## config.mk

```make
export PLATFORM = sky130hd
export DESIGN_NAME = data_memory_arbiter_flat
export DESIGN_NICKNAME = d
export VERILOG_FILES = /design/src/rtl/data_memory_arbiter_if.sv /design/src/rtl/data_memory_arbiter.sv /design/src/flat_wrapper.sv
export SDC_FILE = /design/constraint.sdc
export NUM_CORES = 1
export LEC_CHECK = 0
export BUFFER_PORTS_ARGS = -buffer_cell sky130_fd_sc_hd__buf_2
export CAP_MARGIN = 20
export CORE_MARGIN = 2
export CORE_UTILIZATION = 50
export CTS_BUF_LIST = sky130_fd_sc_hd__clkbuf_4 sky130_fd_sc_hd__clkbuf_8
export CTS_CLUSTER_DIAMETER = 200
export DETAILED_ROUTE_END_ITERATION = 10
export GPL_TIMING_DRIVEN = 0
export PLACE_DENSITY = 0.86
export SETUP_SLACK_MARGIN = 0.2
export SLEW_MARGIN = 10
export SYNTH_ARGS = -nofsm -noshare
export SYNTH_HDL_FRONTEND = slang
export SYNTH_SLANG_ARGS = --single-unit
export TNS_END_PERCENT = 50
```

## constraint.sdc

```tcl
create_clock -name clk -period 2.6 [get_ports clk]
set_clock_uncertainty 0.05 [all_clocks]
set_input_delay 0 -clock clk [delete_from_list [all_inputs] [get_ports clk]]
set_output_delay 0 -clock clk [all_outputs]
set_load 0.02 [all_outputs]
```

## src/rtl/data_memory_arbiter_if.sv

```systemverilog
// Bus between the two core memory stages, the arbiter and the shared data_memory pins.
// master = cores plus memory side, slave = data_memory_arbiter.
interface data_memory_arbiter_if #(
    parameter int unsigned WIDTH = 8
);
    logic             req_0;
    logic             req_1;
    logic             we_0;
    logic             we_1;
    logic [WIDTH-1:0] addr_0;
    logic [WIDTH-1:0] addr_1;
    logic [WIDTH-1:0] wdata_0;
    logic [WIDTH-1:0] wdata_1;
    logic             ack_0;
    logic             ack_1;
    logic [WIDTH-1:0] rdata_0;
    logic [WIDTH-1:0] rdata_1;
    logic             mem_write_enable;
    logic [WIDTH-1:0] mem_address;
    logic [WIDTH-1:0] mem_data_in;
    logic [WIDTH-1:0] mem_data_out;

    modport slave (
        input  req_0, req_1, we_0, we_1, addr_0, addr_1, wdata_0, wdata_1, mem_data_out,
        output ack_0, ack_1, rdata_0, rdata_1, mem_write_enable, mem_address, mem_data_in
    );

    modport master (
        output req_0, req_1, we_0, we_1, addr_0, addr_1, wdata_0, wdata_1, mem_data_out,
        input  ack_0, ack_1, rdata_0, rdata_1, mem_write_enable, mem_address, mem_data_in
    );
endinterface

```

## src/rtl/data_memory_arbiter.sv

```systemverilog
// Two-core arbiter/sequencer for the single-port data_memory: IDLE -> ACCESS -> RESPOND.
// Define DATA_MEMORY_ARBITER_ROUND_ROBIN_EN for round-robin; otherwise core 0 has fixed priority.
module data_memory_arbiter #(
    parameter int unsigned WIDTH = 8
) (
    input  logic                  clk,
    input  logic                  reset_n,
    data_memory_arbiter_if.slave  bus
);
    typedef enum logic [1:0] {IDLE, ACCESS, RESPOND} state_t;

    typedef struct packed {
        logic             id;
        logic             we;
        logic [WIDTH-1:0] addr;
        logic [WIDTH-1:0] wdata;
    } txn_t;

    state_t           state_q;
    txn_t             txn_q;
    logic             ack_0_q;
    logic             ack_1_q;
    logic [WIDTH-1:0] rdata_0_q;
    logic [WIDTH-1:0] rdata_1_q;
    logic             mem_we_q;
    logic [WIDTH-1:0] mem_addr_q;
    logic [WIDTH-1:0] mem_wdata_q;
    logic             grant_1_c;
    txn_t             win_c;

`ifdef DATA_MEMORY_ARBITER_ROUND_ROBIN_EN
    logic prio_q;  // 1 = core 1 preferred on a tie

    always_comb begin
        grant_1_c = bus.req_1 & (~bus.req_0 | prio_q);
    end

    always_ff @(posedge clk or negedge reset_n) begin
        if (!reset_n) begin
            prio_q <= 1'b0;
        end else if (state_q == IDLE && (bus.req_0 || bus.req_1)) begin
            prio_q <= ~grant_1_c;
        end
    end
`else
    always_comb begin
        grant_1_c = bus.req_1 & ~bus.req_0;
    end
`endif

    // Request payload of the winning core, used only when some req is high in IDLE
    always_comb begin
        win_c.id    = grant_1_c;
        win_c.we    = grant_1_c ? bus.we_1    : bus.we_0;
        win_c.addr  = grant_1_c ? bus.addr_1  : bus.addr_0;
        win_c.wdata = grant_1_c ? bus.wdata_1 : bus.wdata_0;
    end

    // Memory pins are registered so they are non-zero only during ACCESS and clear on reset at once
    always_ff @(posedge clk or negedge reset_n) begin
        if (!reset_n) begin
            state_q     <= IDLE;
            txn_q       <= '0;
            ack_0_q     <= 1'b0;
            ack_1_q     <= 1'b0;
            rdata_0_q   <= '0;
            rdata_1_q   <= '0;
            mem_we_q    <= 1'b0;
            mem_addr_q  <= '0;
            mem_wdata_q <= '0;
        end else begin
            ack_0_q <= 1'b0;
            ack_1_q <= 1'b0;
            case (state_q)
                IDLE: begin
                    if (bus.req_0 || bus.req_1) begin
                        txn_q       <= win_c;
                        mem_we_q    <= win_c.we;
                        mem_addr_q  <= win_c.addr;
                        mem_wdata_q <= win_c.wdata;
                        state_q     <= ACCESS;
                    end
                end
                ACCESS: begin
                    mem_we_q    <= 1'b0;
                    mem_addr_q  <= '0;
                    mem_wdata_q <= '0;
                    if (!txn_q.we) begin
                        if (txn_q.id) rdata_1_q <= bus.mem_data_out;
                        else          rdata_0_q <= bus.mem_data_out;
                    end
                    if (txn_q.id) ack_1_q <= 1'b1;
                    else          ack_0_q <= 1'b1;
                    state_q <= RESPOND;
                end
                RESPOND: begin
                    state_q <= IDLE;
                end
                default: begin
                    state_q <= IDLE;
                end
            endcase
        end
    end

    assign bus.ack_0            = ack_0_q;
    assign bus.ack_1            = ack_1_q;
    assign bus.rdata_0          = rdata_0_q;
    assign bus.rdata_1          = rdata_1_q;
    assign bus.mem_write_enable = mem_we_q;
    assign bus.mem_address      = mem_addr_q;
    assign bus.mem_data_in      = mem_wdata_q;
endmodule
```

## src/flat_wrapper.sv

```systemverilog
// flat-port wrapper written by rule: the top's interface ports become plain ports
module data_memory_arbiter_flat 
#(
    parameter int unsigned WIDTH = 8
)
  (clk, reset_n, bus_req_0, bus_req_1, bus_we_0, bus_we_1, bus_addr_0, bus_addr_1, bus_wdata_0, bus_wdata_1, bus_mem_data_out, bus_ack_0, bus_ack_1, bus_rdata_0, bus_rdata_1, bus_mem_write_enable, bus_mem_address, bus_mem_data_in);
  data_memory_arbiter_if #(.WIDTH(WIDTH)) bus_i ();
  input  logic clk;
  input  logic reset_n;
  input wire logic [$bits(bus_i.req_0)-1:0] bus_req_0;
  input wire logic [$bits(bus_i.req_1)-1:0] bus_req_1;
  input wire logic [$bits(bus_i.we_0)-1:0] bus_we_0;
  input wire logic [$bits(bus_i.we_1)-1:0] bus_we_1;
  input wire logic [$bits(bus_i.addr_0)-1:0] bus_addr_0;
  input wire logic [$bits(bus_i.addr_1)-1:0] bus_addr_1;
  input wire logic [$bits(bus_i.wdata_0)-1:0] bus_wdata_0;
  input wire logic [$bits(bus_i.wdata_1)-1:0] bus_wdata_1;
  input wire logic [$bits(bus_i.mem_data_out)-1:0] bus_mem_data_out;
  output wire logic [$bits(bus_i.ack_0)-1:0] bus_ack_0;
  output wire logic [$bits(bus_i.ack_1)-1:0] bus_ack_1;
  output wire logic [$bits(bus_i.rdata_0)-1:0] bus_rdata_0;
  output wire logic [$bits(bus_i.rdata_1)-1:0] bus_rdata_1;
  output wire logic [$bits(bus_i.mem_write_enable)-1:0] bus_mem_write_enable;
  output wire logic [$bits(bus_i.mem_address)-1:0] bus_mem_address;
  output wire logic [$bits(bus_i.mem_data_in)-1:0] bus_mem_data_in;
  assign bus_i.req_0 = bus_req_0;
  assign bus_i.req_1 = bus_req_1;
  assign bus_i.we_0 = bus_we_0;
  assign bus_i.we_1 = bus_we_1;
  assign bus_i.addr_0 = bus_addr_0;
  assign bus_i.addr_1 = bus_addr_1;
  assign bus_i.wdata_0 = bus_wdata_0;
  assign bus_i.wdata_1 = bus_wdata_1;
  assign bus_i.mem_data_out = bus_mem_data_out;
  assign bus_ack_0 = bus_i.ack_0;
  assign bus_ack_1 = bus_i.ack_1;
  assign bus_rdata_0 = bus_i.rdata_0;
  assign bus_rdata_1 = bus_i.rdata_1;
  assign bus_mem_write_enable = bus_i.mem_write_enable;
  assign bus_mem_address = bus_i.mem_address;
  assign bus_mem_data_in = bus_i.mem_data_in;
  data_memory_arbiter #(.WIDTH(WIDTH)) u_core (.clk(clk), .reset_n(reset_n), .bus(bus_i));
endmodule
```

; ---- Yosys cells after proc, flatten, opt, wreduce, memory -nomap -nowiden
; Cells that the tools add are included.
[op_classes]
eq_ne = 2
muxes = 15
bitwise_logic = 4
n_reduce_logical = 7
[ops]
columns = cell, n
row1 = $mux W8, 4
row2 = $pmux W8 S2, 2
row3 = $mux W1, 6
row4 = $reduce_and A3 Y1, 2
row5 = $pmux W2 S2, 1
row6 = $reduce_and A2 Y1, 2
row7 = $not A1 Y1, 3
row8 = $eq A2 B1 Y1 const B, 1
row9 = $logic_not A2 Y1, 1
row10 = $mux W2, 1
row11 = $ne A2 B1 Y1 const B, 1
row12 = $pmux W1 S2, 1
row13 = $reduce_bool A2 Y1, 1
row14 = $and A1 B1 Y1, 1
row15 = $logic_or A1 B1 Y1, 1
[totals]
ff_bits = 39
inputBits = 46
out_inout_bits = 35
elab_cells = 38

; ---- Longest topological paths before layout
; Gate-level depths: netlist (run 1).
[depth]
word_depth = 5
mapped_depth = 5
depth_no_buf = 3

; ---- Worst setup path before layout (run 1)
; OpenSTA, ideal clock, no wires.
[synth_timing]
path_kind = register -> register
from = reg u_core.state_q[1]
to = reg u_core.rdata_0_q[0] (netlist: u_core.bus.rdata_0[0])
setup_ns = 0.125
arrival_time_ns = 1.296
required_ns = 2.425
setup_slack_ns = 1.129
path_stages_with_launch = 5
n_path_buf = 1
period_less_slack_ns = 1.471
path_cell_list = dfrtp_1 -> buf_2 -> nand2b_4 -> nor3_4 -> mux2_2
[synth_between]
elab_chain_len = 2
[synth_lines]
columns = item, line
row1 = start: declaration, data_memory_arbiter.sv:19  ; state_t state_q;
row2 = start signal: assignment, data_memory_arbiter.sv:62  ; state_q <= IDLE;
row3 = start signal: assignment, data_memory_arbiter.sv:81  ; state_q <= ACCESS;
row4 = start signal: assignment, data_memory_arbiter.sv:94  ; state_q <= RESPOND;
row5 = $eq A2 B1 Y1, data_memory_arbiter.sv:74  ; case (state_q)
row6 = $reduce_and A3 Y1 (no line), --
row7 = end signal: assignment, data_memory_arbiter.sv:90  ; else rdata_0_q <= bus.mem_data_out;
row8 = end: declaration, data_memory_arbiter.sv:23  ; logic [WIDTH-1:0] rdata_0_q;
; Every way passes these cells.
; A chain may end at the register's enable or synchronous reset.

; ---- Worst setup path after layout (run 1)
[layout_timing]
from = in bus_req_0
to = reg u_core.mem_addr_q[2] (netlist: u_core.bus.mem_address[2])
[layout_between]
elab_chain_len = 5
elab_cells_between_ends = 8
classes_between = 1 x eq/ne / 3 x mux / 2 x bitwise / 2 x reduce/logical
[layout_lines]
columns = item, line
row1 = start: declaration, flat_wrapper.sv:10  ; input wire logic [$bits(bus_i.req_0)-1:0] bus_req_0;
row2 = $not A1 Y1, data_memory_arbiter.sv:47  ; grant_1_c = bus.req_1 & ~bus.req_0;
row3 = $and A1 B1 Y1, data_memory_arbiter.sv:47
row4 = $mux W8, data_memory_arbiter.sv:55  ; win_c.addr = grant_1_c ? bus.addr_1 : bus.addr_0;
row5 = $mux W8, data_memory_arbiter.sv:76  ; if (bus.req_0 || bus.req_1) begin
row6 = $pmux W8 S2, data_memory_arbiter.sv:74
row7 = end signal: assignment, data_memory_arbiter.sv:79  ; mem_addr_q <= win_c.addr;
row8 = end: declaration, data_memory_arbiter.sv:26  ; logic [WIDTH-1:0] mem_addr_q;
; Parallel ways exist; a longest one is shown, timed or not. The select of a mux whose other input is x is not followed.

==> impl_metrics.ini, run 1 <==
[drt]
vias_per_cell = 5.46
ant_nets = 0
vias = 1677
post_drt_wl_per_cell_microns = 16.1
first_iter_violations = 79
drtPass1Iterations = 5
remaining_drc_errors = 0
wirelength_microns = 4950

[global_routing]
grt-ovfl-total = 0
grt_usage_pct = 29.1
grt_pass1_vias = 1635
grt_max_degree = 40
grt_pass1_wl_microns = 7540
antenna_found_initial = 0

[finish]
final_nets = 309
final_core_util_pct = 84.0
n_antenna_cell = 0
synthToLayoutAreaGrowth_pct = 58.3
post_route_cells_drive_above_1_share_pct = 42.6

[clock_tree]
cts_tree = done
ctsLongestPathBuffers = 2
htree_levels = 2
clk_latency_ns = 0.33
cts_resized = 0
root_buffer = clkbuf_4
cts_buffers = 5
cts_setup_buffers = 0
clkTransAtPathRegs_ns = 0.10
cts_num_sinks = 39

[timing]
finalMaxSlewViolations = 0
final.setup.tns_ns = 0
period_needed_ns = 2.04
finalSetupViolCount = 0
fmax_mhz = 489
relSlewSlack_pct = 45.5
finalCritPeriodShare_pct = 78.6
tightest_slew_ns = 0.818
rsz0062_at_grt = false
hold_viol_final = 0

[pwr]
p_switching_mw = 1.16
ir_drop_mv = 0.590
seqPwrFrac_pct = 39.1
clock_power_share_pct = 11.2
swShare_pct = 42.5
leakage_nw = 1.25
power_density_nw_per_um2 = 1050
p_int_mw = 1.56
p_comb_share_pct = 49.7

[critical_path]
cp_data_arrival_time_ns = 2.24
crit_required_ns = 2.80
cp-start-kind = input pin
ff2ff_setup_slack_ns = 0.96
crit_path_end_kind = flop
crit_fanout = 10
path_class = input pin to flop

[placement]
dpl.hpwl_microns = 2600
io_buffers = 80
place_congestion = 0.863

[logic_synthesis]
synth_area_sq_um = 1630
yosysSeqAreaShare_pct = 59.8
ys_ff_latch = 39
synth_cells = 132
avgSynthCellArea_sq_um = 12.4
synth_cell_types = 18
syn_nets = 178
ys.warnings.count = 0

[die]
core_sq_um = 3080
io_pins = 81
fp.dieH_microns = 61.1
initial_core_util_pct = 53.0
rows = 20
dieArea_sq_um = 3740
chipWidth_microns = 61.1

[outcome]
status = complete, no violations

[min_path]
hp-class = input pin to flop

[job]
max_cap_viol_count = 0
-- placed cells by master (no fill, tap or decap) --
master / synthesis / layout
a32o_1: 1 / 1
buf_2: 5 / 85
nand2b_4: 1 / 1
dlygate4sd3_1: 0 / 44
a21oi_1: 2 / 2
a22o_1: 1 / 1
o21ai_0: 17 / 17
o21ai_1: 1 / 1
nand2b_1: 1 / 1
clkbuf_8: 0 / 1
clkbuf_4: 0 / 5
mux2_2: 16 / 16
nor2_4: 1 / 1
nand2_1: 1 / 1
o211ai_1: 16 / 16
inv_1: 5 / 5
o22ai_1: 16 / 16
clkbuf_1: 4 / 4
dfrtp_1: 39 / 39
nor3_4: 2 / 2
clkinv_2: 0 / 1
nor2_1: 3 / 3
-- Yosys cell counts --
library cell  count  area, sq um
nor2_4            1         11.3
nand2b_1          1         6.26
nand2_1           1         3.75
nand2b_4          1         13.8
buf_2             5         25.0
a32o_1            1         10.0
a22o_1            1         8.76
inv_1             5         18.8
o22ai_1          16          100
o21ai_1           1         5.00
mux2_2           16          180
clkbuf_1          4         15.0
o21ai_0          17         85.1
nor3_4            2         32.5
nor2_1            3         11.3
o211ai_1         16          120
dfrtp_1          39          976
a21oi_1           2         10.0
-- cell families after synthesis --
group / count (synthesis) / synth area share [%]
multiplexers: 16 / 11.0
buffers and inverters: 14 / 3.60
flip-flops: 39 / 59.8
AO/OA/AOI/OAI: 54 / 20.8
AND/OR/NAND/NOR: 9 / 4.83
-- routing by layer --
layer,vias to the layer above,global-route usage [%],wire length (microns)
met5,-,0,0
met4,0,18.3,205
met3,24,8.40,386
met2,104,49.8,2520
met1,793,31.6,1830
li1,756,-,-
-- power groups by stage --
stage / Combinational (mW) / Clock [mW] / Sequential, mW
detailed placement: 1.25 / 0 / 1.07
floorplan: 0.503 / 0 / 1.38
CTS: 1.32 / 0.317 / 1.06
global route: 1.46 / 0.340 / 1.09
finish: 1.35 / 0.306 / 1.06
global placement: 1.23 / 0 / 1.05
-- what timing repair did --
| item | 4_1_cts | 5_1_grt |
|---|---|---|
| hold buffers | 44 | 0 |
| setup endpoints to repair | 0 | 0 |
| hold endpoints to repair | 73 | 0 |
-- critical path: stages --
cell and delay (ns):
dlygate4sd3_1 0.55, buf_2 0.16, inv_1 0.18, clkbuf_1 0.42, o22ai_1 0.17, dlygate4sd3_1 0.58, o21ai_0 0.18
-- path summary, 6_finish.rpt --
path,cells after the start,from,end
max,7,bus_req_0,u_core.bus.mem_address[2]
min,4,bus_we_1,u_core.txn_q[16]
max reg2reg,4,u_core.state_q[1],u_core.bus.rdata_1[1]
min reg2reg,1,u_core.bus.rdata_0[3],u_core.bus.rdata_0[3]
max in group asynchronous,2,reset_n,u_core.bus.rdata_1[3]
min in group asynchronous,2,reset_n,u_core.bus.mem_write_enable
-- per-stage QoR --
| step | total power, mW | area, sq um | hold slack, ns | cells | setup WS (ns) |
|---|---|---|---|---|---|
| CTS | 2.69 | 2580 | 0.0785 | 307 | 0.752 |
| finish | 2.72 | 2580 | 0.104 | 307 | 0.557 |
| global placement | 2.28 | 2090 | 0.0893 | 256 | 0.968 |
| global route | 2.89 | 2580 | 0.119 | 307 | 0.419 |
| floorplan | 1.89 | 1630 | -0.346 | 132 | 1.13 |
| detailed placement | 2.32 | 2090 | 0.0886 | 256 | 0.961 |
-- layout make-up --
cell class | count | area (sq um)
Sequential cell | 39 | 976
Fill cell | 176 | 493
Timing Repair Buffer | 124 | 841
Multi-Input combinational cell | 79 | 598
Buffer | 9 | 40.0
Clock buffer | 6 | 51.3
Tap cell | 44 | 55.1
Inverter | 5 | 18.8
Clock inverter | 1 | 5.00
-- flip-flops by register name (all words and copies together), names as in the netlist --
name                         cells
u_core.txn_q                     2
u_core.bus.rdata_1               8
u_core.bus.mem_data_in           8
u_core.bus.ack_0                 1
u_core.state_q                   2
u_core.bus.mem_address           8
u_core.bus.ack_1                 1
u_core.bus.mem_write_enable      1
u_core.bus.rdata_0               8
Note: power is estimated with default switching activity, not from simulation.
==> inputs of run 2 (changes only) <==
--- a/config.mk
+++ b/config.mk
@@ -5,15 +5,16 @@
 export SDC_FILE = /design/constraint.sdc
 export NUM_CORES = 1
 export LEC_CHECK = 0
+export ABC_AREA = 1
 export BUFFER_PORTS_ARGS = -buffer_cell sky130_fd_sc_hd__buf_2
 export CAP_MARGIN = 20
 export CORE_MARGIN = 2
-export CORE_UTILIZATION = 50
+export CORE_UTILIZATION = 44
 export CTS_BUF_LIST = sky130_fd_sc_hd__clkbuf_4 sky130_fd_sc_hd__clkbuf_8
 export CTS_CLUSTER_DIAMETER = 200
 export DETAILED_ROUTE_END_ITERATION = 10
 export GPL_TIMING_DRIVEN = 0
-export PLACE_DENSITY = 0.86
+export PLACE_DENSITY = 0.77
 export SETUP_SLACK_MARGIN = 0.2
 export SLEW_MARGIN = 10
 export SYNTH_ARGS = -nofsm -noshare
==> constraint.sdc (replaced) <==
create_clock -name clk -period 1.7 [get_ports clk]
set_clock_uncertainty 0.05 [all_clocks]
set_input_delay 0 -clock clk [delete_from_list [all_inputs] [get_ports clk]]
set_output_delay 0 -clock clk [all_outputs]
set_load 0.02 [all_outputs]
==> impl_metrics.ini, run 2 <==
[logic_synthesis]
async_flop_share_pct = 100
ys_ff_latch = 39
yosysSeqAreaShare_pct = 50.6
ys.warnings.count = 0
ys_top_cells_by_count = nand2_1 (75), nand3_1 (41), dfrtp_1 (39), inv_1 (17), nand3b_1 (16)
syn_nets = 269
ys_top_cells_by_area = dfrtp_1 (51%), nand2_1 (15%), nand3_1 (11%)
synth_edf_count = 0
ys.flop_type = dfrtp_1
synth_cell_types = 19
synth_cells = 223
avgSynthCellArea_sq_um = 8.64
synth_top_cell_by_area = dfrtp_1
yosysTopAreaCellShare_pct = 50.6
synth_area_sq_um = 1930
yosysMostFrequentCell = nand2_1

[pwr]
leakage_nw = 1.62
seqPwrFrac_pct = 34.9
p_switching_mw = 2.01
ir_drop_mv = 0.830
report.power.total_mw = 4.67
clock_power_share_pct = 17.0
p_int_mw = 2.66
power_density_nw_per_um2 = 1570
p_comb_share_pct = 48.1
swShare_pct = 43.0

[timing]
final.setup.tns_ns = 0
finalMaxSlewViolations = 0
rsz0062_at_grt = false
hold_viol_final = 0
tightest_slew_ns = 0.843
fmax_mhz = 763
hold_ws_ns = 0.0252
finalSetupViolCount = 0
period_needed_ns = 1.31
finalCritPeriodShare_pct = 77.1
relSlewSlack_pct = 43.8

[global_routing]
antenna_found_initial = 0
grt-ovfl-total = 0
grt_pass1_wl_microns = 8760
grt_usage_pct = 22.4
grt_max_degree = 40
grt_pass1_vias = 2000

[clock_tree]
cts_num_sinks = 39
clkTransAtPathRegs_ns = 0.07
cts_setup_buffers = 0
htree_levels = 2
clk_latency_ns = 0.29
cts_tree = done
ctsLongestPathBuffers = 2
cts_buffers = 5
root_buffer = clkbuf_8

[finish]
n_antenna_cell = 0
post_route_cells_drive_above_1_share_pct = 33.0
multi_input_area_sq_um = 782
final_core_util_pct = 69.5
final_common_cell = buf_2
fillers = 346
synthToLayoutAreaGrowth_pct = 54.9
final_nets = 403
seq_area_sq_um = 976
layout_common_cells = buf_2 (82), nand2_1 (75), dlygate4sd3_1 (48)

[critical_path]
crit_path_end_kind = flop
cp_data_arrival_time_ns = 1.44
crit_fanout = 1
cp-start-kind = input pin
crit_required_ns = 1.83
path_class = input pin to flop

[drt]
ant_nets = 0
post_drt_wl_per_cell_microns = 12.8
drtPass1Iterations = 4
wirelength_microns = 5260
first_iter_violations = 91
vias = 1979
remaining_drc_errors = 0
vias_per_cell = 4.83

[placement]
io_buffers = 79
dpl.hpwl_microns = 3090
place_congestion = 0.887

[die]
chipWidth_microns = 70.2
io_pins = 81
core_sq_um = 4290
fp.dieH_microns = 70.2
initial_core_util_pct = 44.9
rows = 24
dieArea_sq_um = 4920

[job]
max_cap_viol_count = 0

[min_path]
hp-class = input pin to flop

[outcome]
status = complete, no violations
==> run 2: changes by cell type after synthesis, moves of 16 or more <==
cell,change
nand2_1,+74
nand3_1,+41
o21ai_0,-17
mux2_2,-16
nand3b_1,+16
o211ai_1,-16
o22ai_1,-16
==> run 2: layout make-up <==
type	count	area share (%)
Clock buffer	6	2.77
Tap cell	52	2.18
Buffer	10	2.81
Multi-Input combinational cell	152	26.2
Clock inverter	2	1.17
Inverter	22	2.85
Timing Repair Buffer	127	29.3
Sequential cell	39	32.7
==> run 2: per-layer routing <==
metal	global-route usage (%)	part of all wire, %	vias to the layer above
met4	6.20	0.63	0
li1	-	-	980
met5	0	0	-
met1	26.9	42	930
met3	5.05	5.4	2
met2	40.3	52	67
==> run 2: critical path: stages <==
cell           delay (ns)
dlygate4sd3_1        0.53
buf_2                0.12
inv_1                0.05
nand2_1              0.04
dlygate4sd3_1        0.56
nand3_1              0.09
nand2_1              0.05
==> run 2: through the flow <==
stage / instance area, sq um / worst slack [ns] / std cells
final: 2990 / 0.389 / 410
after global routing: 2990 / 0.323 / 410
after CTS: 2990 / 0.439 / 410
after detailed placement: 2390 / 0.503 / 354
after global placement: 2390 / 0.492 / 354
after floorplan: 1930 / 0.625 / 223
==> run 2: cells by family after synthesis <==
logic type / count (synthesis) / share of synthesized area (%)
and+or+nand+nor: 151 / 40.3
buffers and inverters: 32 / 8.77
AOI/OAI and AO/OA: 1 / 0.259
DFF: 39 / 50.6
==> run 2: final timing paths <==
kind / start / endpoint / slack (ns) / depth (start not counted)
hold / removal: bus_we_1 / u_core.txn_q[16] / 0.03 / 5
max in group asynchronous: reset_n / u_core.bus.ack_1 / 0.76 / 2
setup reg to reg: u_core.state_q[0] / u_core.bus.mem_data_in[1] / 0.50 / 6
hold reg to reg: u_core.bus.rdata_1[4] / u_core.bus.rdata_1[4] / 0.42 / 2
setup / recovery: bus_wdata_0[5] / u_core.bus.mem_data_in[5] / 0.39 / 7
min in group asynchronous: reset_n / u_core.bus.rdata_0[6] / 0.30 / 2
==> run 2: power by group through the flow <==
stage               combinational, mW  clock [mW]  sequential [mW]
floorplan                       0.988           0             2.12
global placement                 2.13           0             1.63
detailed placement               2.16           0             1.64
CTS                              2.25       0.810             1.63
global route                     2.47       0.858             1.69
finish                           2.25       0.794             1.63
==> run 2: repair_timing <==
action                                 CTS  global route
resized for setup                        0             0
endpoints found under the hold margin   73             0
hold buffers                            48             0
